===== config.mk =====
export PLATFORM = sky130hd
export DESIGN_NAME = multi_channel_timer
export DESIGN_NICKNAME = d
export VERILOG_FILES = /design/src/rtl/timer_pkg.sv /design/src/rtl/timer_channel.sv /design/src/rtl/multi_channel_timer.sv
export SDC_FILE = /design/constraint.sdc
export NUM_CORES = 1
export LEC_CHECK = 0
export CAP_MARGIN = 10
export CELL_PAD_IN_SITES_DETAIL_PLACEMENT = 0
export CELL_PAD_IN_SITES_GLOBAL_PLACEMENT = 1
export CORE_UTILIZATION = 35
export DETAILED_ROUTE_END_ITERATION = 10
export GPL_TIMING_DRIVEN = 0
export MAX_ROUTING_LAYER = met4
export PLACE_DENSITY_LB_ADDON = 0.08
export SYNTH_ARGS = -nofsm -noshare
export SYNTH_HDL_FRONTEND = slang
export SYNTH_HIERARCHICAL = 1
export SYNTH_SLANG_ARGS = --single-unit
export TNS_END_PERCENT = 30

===== constraint.sdc =====
create_clock -name clk -period 6.14 [get_ports clk]
set_input_delay 1.228 -clock clk [delete_from_list [all_inputs] [get_ports clk]]
set_output_delay 1.228 -clock clk [all_outputs]
set_load 0.01 [all_outputs]

===== src/rtl/timer_pkg.sv =====
// Shared definitions for the multi-channel timer.
// Mode encodings used by every channel.
package timer_pkg;

    localparam logic [1:0] MODE_TIMER    = 2'b00;
    localparam logic [1:0] MODE_ONE_SHOT = 2'b01;
    localparam logic [1:0] MODE_PERIODIC = 2'b10;
    localparam logic [1:0] MODE_RESERVED = 2'b11;

endpackage


===== src/rtl/timer_channel.sv =====
// One timer channel: elapsed counter, one-shot delay or periodic reload.
// Flags are suppressed in the reserved mode.
module timer_channel
    import timer_pkg::*;
#(
    parameter int WIDTH = 64
) (
    input  logic             clk,
    input  logic             i_clr,
    input  logic             i_enable,
    input  logic [1:0]       i_mode,
    input  logic             i_count_once,
    input  logic [WIDTH-1:0] i_load_value,
    output logic [WIDTH-1:0] o_counter,
    output logic             o_delay_pending,
    output logic             o_expired,
    output logic             o_overflow
);

    logic [WIDTH-1:0] r_counter;
    logic             r_counting_en;
    logic             r_enable_prev;
    logic             r_expired;
    logic             r_overflow;

    logic w_nonzero;
    logic w_is_one;
    logic w_at_max;
    logic w_countdown;

    assign w_nonzero   = (r_counter != '0);
    assign w_is_one    = (r_counter == WIDTH'(1));
    assign w_at_max    = (r_counter == {WIDTH{1'b1}});
    assign w_countdown = (i_mode == MODE_ONE_SHOT) || (i_mode == MODE_PERIODIC);

    always_ff @(posedge clk) begin
        r_expired <= 1'b0;
        if (i_clr) begin
            r_overflow    <= 1'b0;
            r_enable_prev <= 1'b0;
            r_counting_en <= 1'b1;
            case (i_mode)
                MODE_TIMER:    r_counter <= '0;
                MODE_ONE_SHOT: r_counter <= i_load_value;
                MODE_PERIODIC: r_counter <= i_load_value;
                default:       r_counter <= r_counter;
            endcase
        end else begin
            r_enable_prev <= i_enable;
            case (i_mode)
                MODE_TIMER: begin
                    if (i_enable && r_counting_en) begin
                        if (w_at_max) r_overflow <= 1'b1;
                        else          r_counter  <= r_counter + WIDTH'(1);
                    end
                    // count_once: latch off after the first enable pulse ends
                    if (!i_enable && r_enable_prev && i_count_once)
                        r_counting_en <= 1'b0;
                end
                MODE_ONE_SHOT: begin
                    if (i_enable && w_nonzero) begin
                        r_counter <= r_counter - WIDTH'(1);
                        r_expired <= w_is_one;
                    end
                end
                MODE_PERIODIC: begin
                    if (i_enable && w_is_one) begin
                        r_counter <= i_load_value;
                        r_expired <= 1'b1;
                    end else if (i_enable && w_nonzero) begin
                        r_counter <= r_counter - WIDTH'(1);
                    end
                end
                default: ;
            endcase
        end
    end

    assign o_counter       = r_counter;
    assign o_delay_pending = w_countdown && w_nonzero;
    assign o_expired       = w_countdown && r_expired;
    assign o_overflow      = (i_mode != MODE_RESERVED) && r_overflow;

endmodule


===== src/rtl/multi_channel_timer.sv =====
// N independent timer channels sharing one clock and a global clear.
// Packed buses are sliced per channel; rst acts as every channel's clear.
module multi_channel_timer #(
    parameter int WIDTH    = 64,
    parameter int CHANNELS = 4
) (
    input  logic                      clk,
    input  logic                      rst,
    input  logic [CHANNELS-1:0]       ch_rst,
    input  logic [CHANNELS-1:0]       enable,
    input  logic [2*CHANNELS-1:0]     mode,
    input  logic [CHANNELS-1:0]       count_once,
    input  logic [WIDTH*CHANNELS-1:0] load_value,
    output logic [WIDTH*CHANNELS-1:0] counter,
    output logic [CHANNELS-1:0]       delay_pending,
    output logic [CHANNELS-1:0]       expired,
    output logic [CHANNELS-1:0]       overflow
);

    for (genvar g = 0; g < CHANNELS; g++) begin : g_ch
        logic w_clr;
        assign w_clr = rst | ch_rst[g];

        timer_channel #(
            .WIDTH(WIDTH)
        ) u_ch (
            .clk             (clk),
            .i_clr           (w_clr),
            .i_enable        (enable[g]),
            .i_mode          (mode[2*g +: 2]),
            .i_count_once    (count_once[g]),
            .i_load_value    (load_value[WIDTH*g +: WIDTH]),
            .o_counter       (counter[WIDTH*g +: WIDTH]),
            .o_delay_pending (delay_pending[g]),
            .o_expired       (expired[g]),
            .o_overflow      (overflow[g])
        );
    end

endmodule


==> results.yml, run 1 <==
logic_synthesis:
  ys_ff_latch: 272
  ys_seq_area_share_pct: 32.45
  async_flop_share_pct: 0
  synth_cell_types: 84
  syn_inst: 2948
  yosys_warnings: 6
  syn-cell-area_mm2: 0.02467
  syn_avg_cell_area_um2: 8.370
  syn_nets: 3258
  synth-edff-count: 256
  synth-main-ff-cell: "edfxtp_1"
clock_network:
  clkTransAtPathRegs_ps: 60
  clock_sinks: 272
  postCtsSetupBuffers: 0
  cts-root-buf: "clkbuf_16"
  htreeDepth: 2
  cts_tree: "built"
  clkLatencyLatePin_ps: 600
  cts_resized: 0
  numCtsBuffers: 39
  ctsHoldBuffers: 0
  cts_max_path_buffers: 3
global_routing:
  grt_pass1_vias: 26320
  grt_antenna_before_repair: 5
  overflow: 0
  gr-usage-all-layers_pct: 33.39
  grt_pass1_wl_mm: 174.5
  grt_max_degree: 27
detailed_routing:
  via_per_inst: 6.067
  wl_mm: 120.4
  postRouteAntennaNets: 0
  drc: 0
  num_vias: 27380
  detail_route.first_pass.iterations: 6
  first_iter_violations: 2760
  routedWlPerCell_um: 26.68
flow_run:
  drv_cap: 0
floorplanning:
  dieArea_mm2: 0.07156
  pin_count: 546
  core_mm2: 0.06919
  rows: 96
  fp.dieW_um: 267.5
  initial_core_util_pct: 35.66
  die_h_um: 267.5
placement:
  placed_cells: 4439
  gp_congestion: 0.9646
  port_buffers: 544
  dp_hpwl_mm: 91.91
setup_path:
  critPathMaxFanout: 10
  reg2regPathDepth: 8
  cp_top_family: "simple AND/OR/NAND/NOR gates"
  worst-path-buf-inv: 3
  slowest_stage: "nand4_1"
  crit_type: "reg -> out"
  worstSetupStartpointType: "flip-flop"
  cp.depth: 8
  cp-end-kind: "primary output"
  path_cells: "clkbuf_1 > nor3_1 > nand4_1 > or4_1 > buf_2 > nor2_1 > nor2_1 > clkdlybuf4s50_1"
  cp_data_required_time_ps: 4910
  timing.rr.start: "g_ch[0].u_ch/o_counter[16]"
  startpoint: "g_ch[0].u_ch/o_counter[16]"
  regToRegEndpoint: "g_ch[0].u_ch/o_counter[48]"
  crit_end: "delay_pending[0]"
  worstPathArrival_ps: 4310
  crit_path_frequent_cell: "nor2_1"
  cpPeakStageDelay_ps: 640
  r2r_slack_ps: 1700
power:
  p_leak_nw: 10.34
  max-vdd-ir-drop_mv: 0.1968
  power_mw: 7.861
  powerDensity_mw_per_mm2: 239.9
layout:
  drive_gt1_share_pct: 5.479
  fin_util_pct: 47.37
  area_growth_syn_to_layout_pct: 32.82
  nets: 3860
  final_cells: 4513
status:
  status: "finished clean"
timing:
  hold_viol_final: 0
  grt_setup_unrepaired: "no"
  finalSetupViolations: 0
  post-route-period-util_pct: 90.17
  finalClockSkew_ps: 34.69
  tightestPinTransition_ps: 1329
  setup_tns_ps: 0
  slew_viol_final: 0
  hold_ws_ps: 453.0
  fmax_ghz: 0.1806
  slew_headroom_pct: 10.59
  fin_crit_ps: 5536
worst_hold_path:
  hp-class: "reg -> reg"
## cells in the mapped netlist (9+ instances only)
cell      number  area (um^2)
and4_1        37        324.1
nand4_1       80        500.5
nor2_1       205        769.5
a22o_1        37        324.1
a221o_1       29        290.3
nand2b_1      15        93.84
o21ai_1       20        100.1
o31ai_1       13        97.59
a31oi_1       17        106.4
nand2_1      256        960.9
buf_2         38        190.2
a22oi_1      127        953.4
nor4_1       117        732.0
and3_1        53        331.6
nor4_2        15        187.7
dfxtp_1       16        320.3
nor3_1       149        745.7
edfxtp_1     256         7687
inv_1         68        255.2
or4_4          9        101.4
and2_1        22        137.6
a21oi_1       67        335.3
nand4b_1      12        105.1
a211oi_1      26        195.2
ha_1          32        400.4
o211ai_1      15        112.6
o31a_1         9        78.83
xnor2_1      237         2076
o21ai_0      166        830.8
or4_1         45        337.8
nand3_1      150        750.7
or3_1         35        219.0
xor2_1       135         1182
buf_1         12        45.04
clkbuf_1     198        743.2
o221ai_1      50        437.9
nor4b_1       13        113.9
or2_2         23        143.9
## final cells by class
cell class / instances / area, um^2
repair buffers: 561 / 5731
clock inverters: 9 / 52.55
fillers: 6858 / 36410
well taps: 931 / 1165
inverters: 71 / 266.5
clock buffers: 59 / 1081
multi-input cells: 2347 / 15380
diodes: 5 / 12.51
plain buffers: 258 / 1076
flip-flops and latches: 272 / 8008
## per-stage QoR
stage               setup slack, ps  area [um^2]
finish                        603.5        32770
global route                  492.6        32770
CTS                           671.9        32760
detailed placement            483.8        31620
global placement              -3154        31280
floorplan                     287.7        24670
## cell families after synthesis
group	Yosys count	synth area share, %
flops	272	32.45
buf+inv	329	5.441
compound gates	660	18.96
xor+xnor	372	13.20
fa+ha+maj	32	1.623
simple gates	1283	28.32
## power by group
part	internal, mW	switching, mW
clock	1.21	0.974
combinational	1.27	1.57
sequential	2.41	0.426
total	4.90	2.97
## worst min path at each step
stage,from,to,slack (ps),depth (start not counted)
finish,g_ch[1].u_ch/r_counting_en,g_ch[1].u_ch/r_counting_en,450,2
global route,g_ch[1].u_ch/r_counting_en,g_ch[1].u_ch/r_counting_en,460,2
CTS,g_ch[0].u_ch/r_counting_en,g_ch[0].u_ch/r_counting_en,440,2
detailed placement,g_ch[0].u_ch/r_counting_en,g_ch[0].u_ch/r_counting_en,430,2
global placement,g_ch[1].u_ch/r_counting_en,g_ch[1].u_ch/r_counting_en,430,2
floorplan,g_ch[0].u_ch/r_counting_en,g_ch[0].u_ch/r_counting_en,410,2
## sequential cells by signal, summed over array words and instances (netlist names)
signal and cells:
g_ch.u_ch/r_overflow 4, g_ch.u_ch/r_counting_en 4, g_ch.u_ch/r_expired 4, g_ch.u_ch/o_counter 256, g_ch.u_ch/r_enable_prev 4
## worst register-to-register path: cells and delay by family (launching register included)
kind,cells,cell delay (ps)
and+or+nand+nor,3,2030
AOI/OAI and AO/OA,4,1440
DFF,1,440
buffers and inverters,1,270
## metal layers
metal	up-vias	GRT usage [%]	share of wire [%]
li1	12380	-	-
met1	13450	43.24	42
met2	1326	52.36	46
met3	223	6.078	8.7
met4	0	11.06	3.3
met5	-	-	0
## cells in the final DEF (no fill, tap or decap), drive strengths merged, types with 9 or more instances in the layout
cell,count
nor2,206
and3,53
a31oi,17
nor3,150
nand3,152
nand4b,13
xor2,135
buf,77
a22o,37
inv,71
clkbuf,257
a211oi,26
xnor2,237
o221ai,51
dfxtp,16
a21oi,67
and4,38
nand4,81
clkinv,9
nor4,135
o211ai,17
clkdlybuf4s50,544
o31ai,14
nand2b,15
ha,32
edfxtp,256
nor4b,13
nand2,257
or2,29
o31a,9
or4,54
and2,22
a22oi,127
o21ai,189
or3,37
a221o,29
(Power assumes the default switching activity.)
==> run 2: changes to the inputs <==
--- a/config.mk
+++ b/config.mk
@@ -9,6 +9,7 @@
 export CELL_PAD_IN_SITES_DETAIL_PLACEMENT = 0
 export CELL_PAD_IN_SITES_GLOBAL_PLACEMENT = 1
 export CORE_UTILIZATION = 35
+export CTS_CLUSTER_DIAMETER = 80
 export DETAILED_ROUTE_END_ITERATION = 10
 export GPL_TIMING_DRIVEN = 0
 export MAX_ROUTING_LAYER = met4
==> run 2 against run 1 <==
First-iteration DRC count increased by 1.3%. Total power increased by 1.5%. Cell count about the same. Sequential cell count unchanged. Combinational power about the same. Register-to-register slack about the same. Sequential share of layout area decreased by 0.068 points. Clock power increased by 5%. Sequential power about the same. Via count increased by 0.16%. Maximum frequency decreased by 0.15%. Largest cell class unchanged.
==> results.yml, run 2 (synthesis gave the netlist of run 1 again) <==
layout:
  largest_reg_flops: 256
  layout_commonest_cell: "clkdlybuf4s50_1"
  area_growth_syn_to_layout_pct: 33.19
  layout_common_cells: "clkdlybuf4s50_1, nand2_1, edfxtp_1"
  finalInstanceArea_mm2: 0.03286
  nets: 3861
  drive_gt1_share_pct: 5.531
  final_cells: 4516
setup_path:
  cp-end-kind: "primary output"
  crit_path_frequent_cell: "nor2_1"
  worst-path-buf-inv: 3
  worstSetupStartpointType: "flip-flop"
  critPathMaxFanout: 10
  worstPathArrival_ps: 4320
  cp_data_required_time_ps: 4910
  cpPeakStageDelay_ps: 650
  cp.depth: 8
  slowest_stage: "nand4_1"
  crit_type: "reg -> out"
  timing.rr.start: "g_ch[0].u_ch/o_counter[16]"
  path_cells: "clkbuf_1 > nor3_1 > nand4_1 > or4_1 > buf_2 > nor2_1 > nor2_1 > clkdlybuf4s50_1"
  regToRegEndpoint: "g_ch[0].u_ch/o_counter[48]"
  reg2regPathDepth: 8
  r2r_slack_ps: 1690
  cp_top_family: "simple AND/OR/NAND/NOR gates"
power:
  p_leak_nw: 10.39
  power_mw: 7.978
  max-vdd-ir-drop_mv: 0.1768
  powerDensity_mw_per_mm2: 242.8
worst_hold_path:
  hold_depth: 2
  hp-start: "g_ch[0].u_ch/r_counting_en"
  hp-class: "reg -> reg"
  min_to: "g_ch[0].u_ch/r_counting_en"
floorplanning:
  rows: 96
  pin_count: 546
  die_h_um: 267.5
  core_mm2: 0.06919
  dieArea_mm2: 0.07156
  initial_core_util_pct: 35.66
  fp.dieW_um: 267.5
clock_network:
  clkTransAtPathRegs_ps: 60
  numCtsBuffers: 40
  cts_tree: "built"
  postCtsSetupBuffers: 0
  cts-root-buf: "clkbuf_16"
  clock_sinks: 272
  ctsHoldBuffers: 0
  cts_resized: 0
  htreeDepth: 2
  cts_max_path_buffers: 3
  clkLatencyLatePin_ps: 590
timing:
  hold_viol_final: 0
  slew_viol_final: 0
  tightestPinTransition_ps: 1333
  post-route-period-util_pct: 90.30
  finalSetupViolations: 0
  fmax_ghz: 0.1804
  grt_setup_unrepaired: "no"
  finalClockSkew_ps: 28.92
  slew_headroom_pct: 10.34
  fin_crit_ps: 5545
detailed_routing:
  drc: 0
  detail_route.first_pass.iterations: 5
  wl_mm: 120.2
  first_iter_violations: 2795
  via_per_inst: 6.072
  num_vias: 27420
  routedWlPerCell_um: 26.63
  postRouteAntennaNets: 0
placement:
  gp_congestion: 0.9646
  dp_hpwl_mm: 91.91
  port_buffers: 544
  placed_cells: 4439
  placed_cell_area_mm2: 0.03162
global_routing:
  grt_pass1_wl_mm: 174.6
  overflow: 0
  grt_antenna_before_repair: 5
  grt_max_degree: 27
  grt_pass1_vias: 26330
  gr-usage-all-layers_pct: 33.37
status:
  status: "finished clean"
flow_run:
  drv_cap: 0
==> run 2: changes by cell type in the layout (fill, tap and decap cells not counted), sizes merged <==
cell and delta:
clkinv +2, inv -1, bufinv +2
==> run 2: area by class of cell <==
cell class	count	area (um^2)
diodes	5	12.51
plain buffers	258	1076
clock buffers	59	1114
clock inverters	12	111.4
fillers	6860	36320
inverters	71	266.5
multi-input cells	2347	15380
flip-flops and latches	272	8008
well taps	931	1165
repair buffers	561	5731
==> run 2: routing by layer <==
metal	wire length [um]	vias up	track usage (%)
li1	-	12400	-
met1	50690	13470	43.55
met2	55440	1326	52.24
met3	10150	229	5.498
met4	3966	0	11.35
met5	0	-	-
==> run 2: worst max path at each step <==
stage | startpoint | end | slack, ps
after floorplan | mode[4] | g_ch[2].u_ch/o_counter[0] | 290
after global placement | mode[2] | g_ch[1].u_ch/o_counter[40] | -3150
after detailed placement | rst | g_ch[1].u_ch/o_counter[7] | 480
after CTS | mode[4] | delay_pending[2] | 670
after global routing | g_ch[0].u_ch/o_counter[16] | delay_pending[0] | 490
final | g_ch[0].u_ch/o_counter[16] | delay_pending[0] | 600
==> run 2: report_power, final <==
group	internal [mW]	total (mW)	switching (mW)
clock network	1.33	2.30	0.967
logic	1.27	2.84	1.56
registers	2.41	2.84	0.427
==> run 2: tightest hold or removal path, cell delays in order, from the launching register on <==
cell     delay [ps]
dfxtp_1         310
nand2_1          50
nand2_1          40
==> run 2: metrics by stage <==
step / TNS (ps) / setup slack [ps] / hold WS [ps] / util [%]
global route: 0 / 487.7 / 463.5 / 47.50
CTS: 0 / 671.9 / 444.3 / 47.48
global placement: -775610 / -3154 / 427.7 / 45.22
finish: 0 / 595.4 / 452.4 / 47.50
floorplan: 0 / 287.7 / 414.7 / -
detailed placement: 0 / 483.8 / 433.3 / 45.70
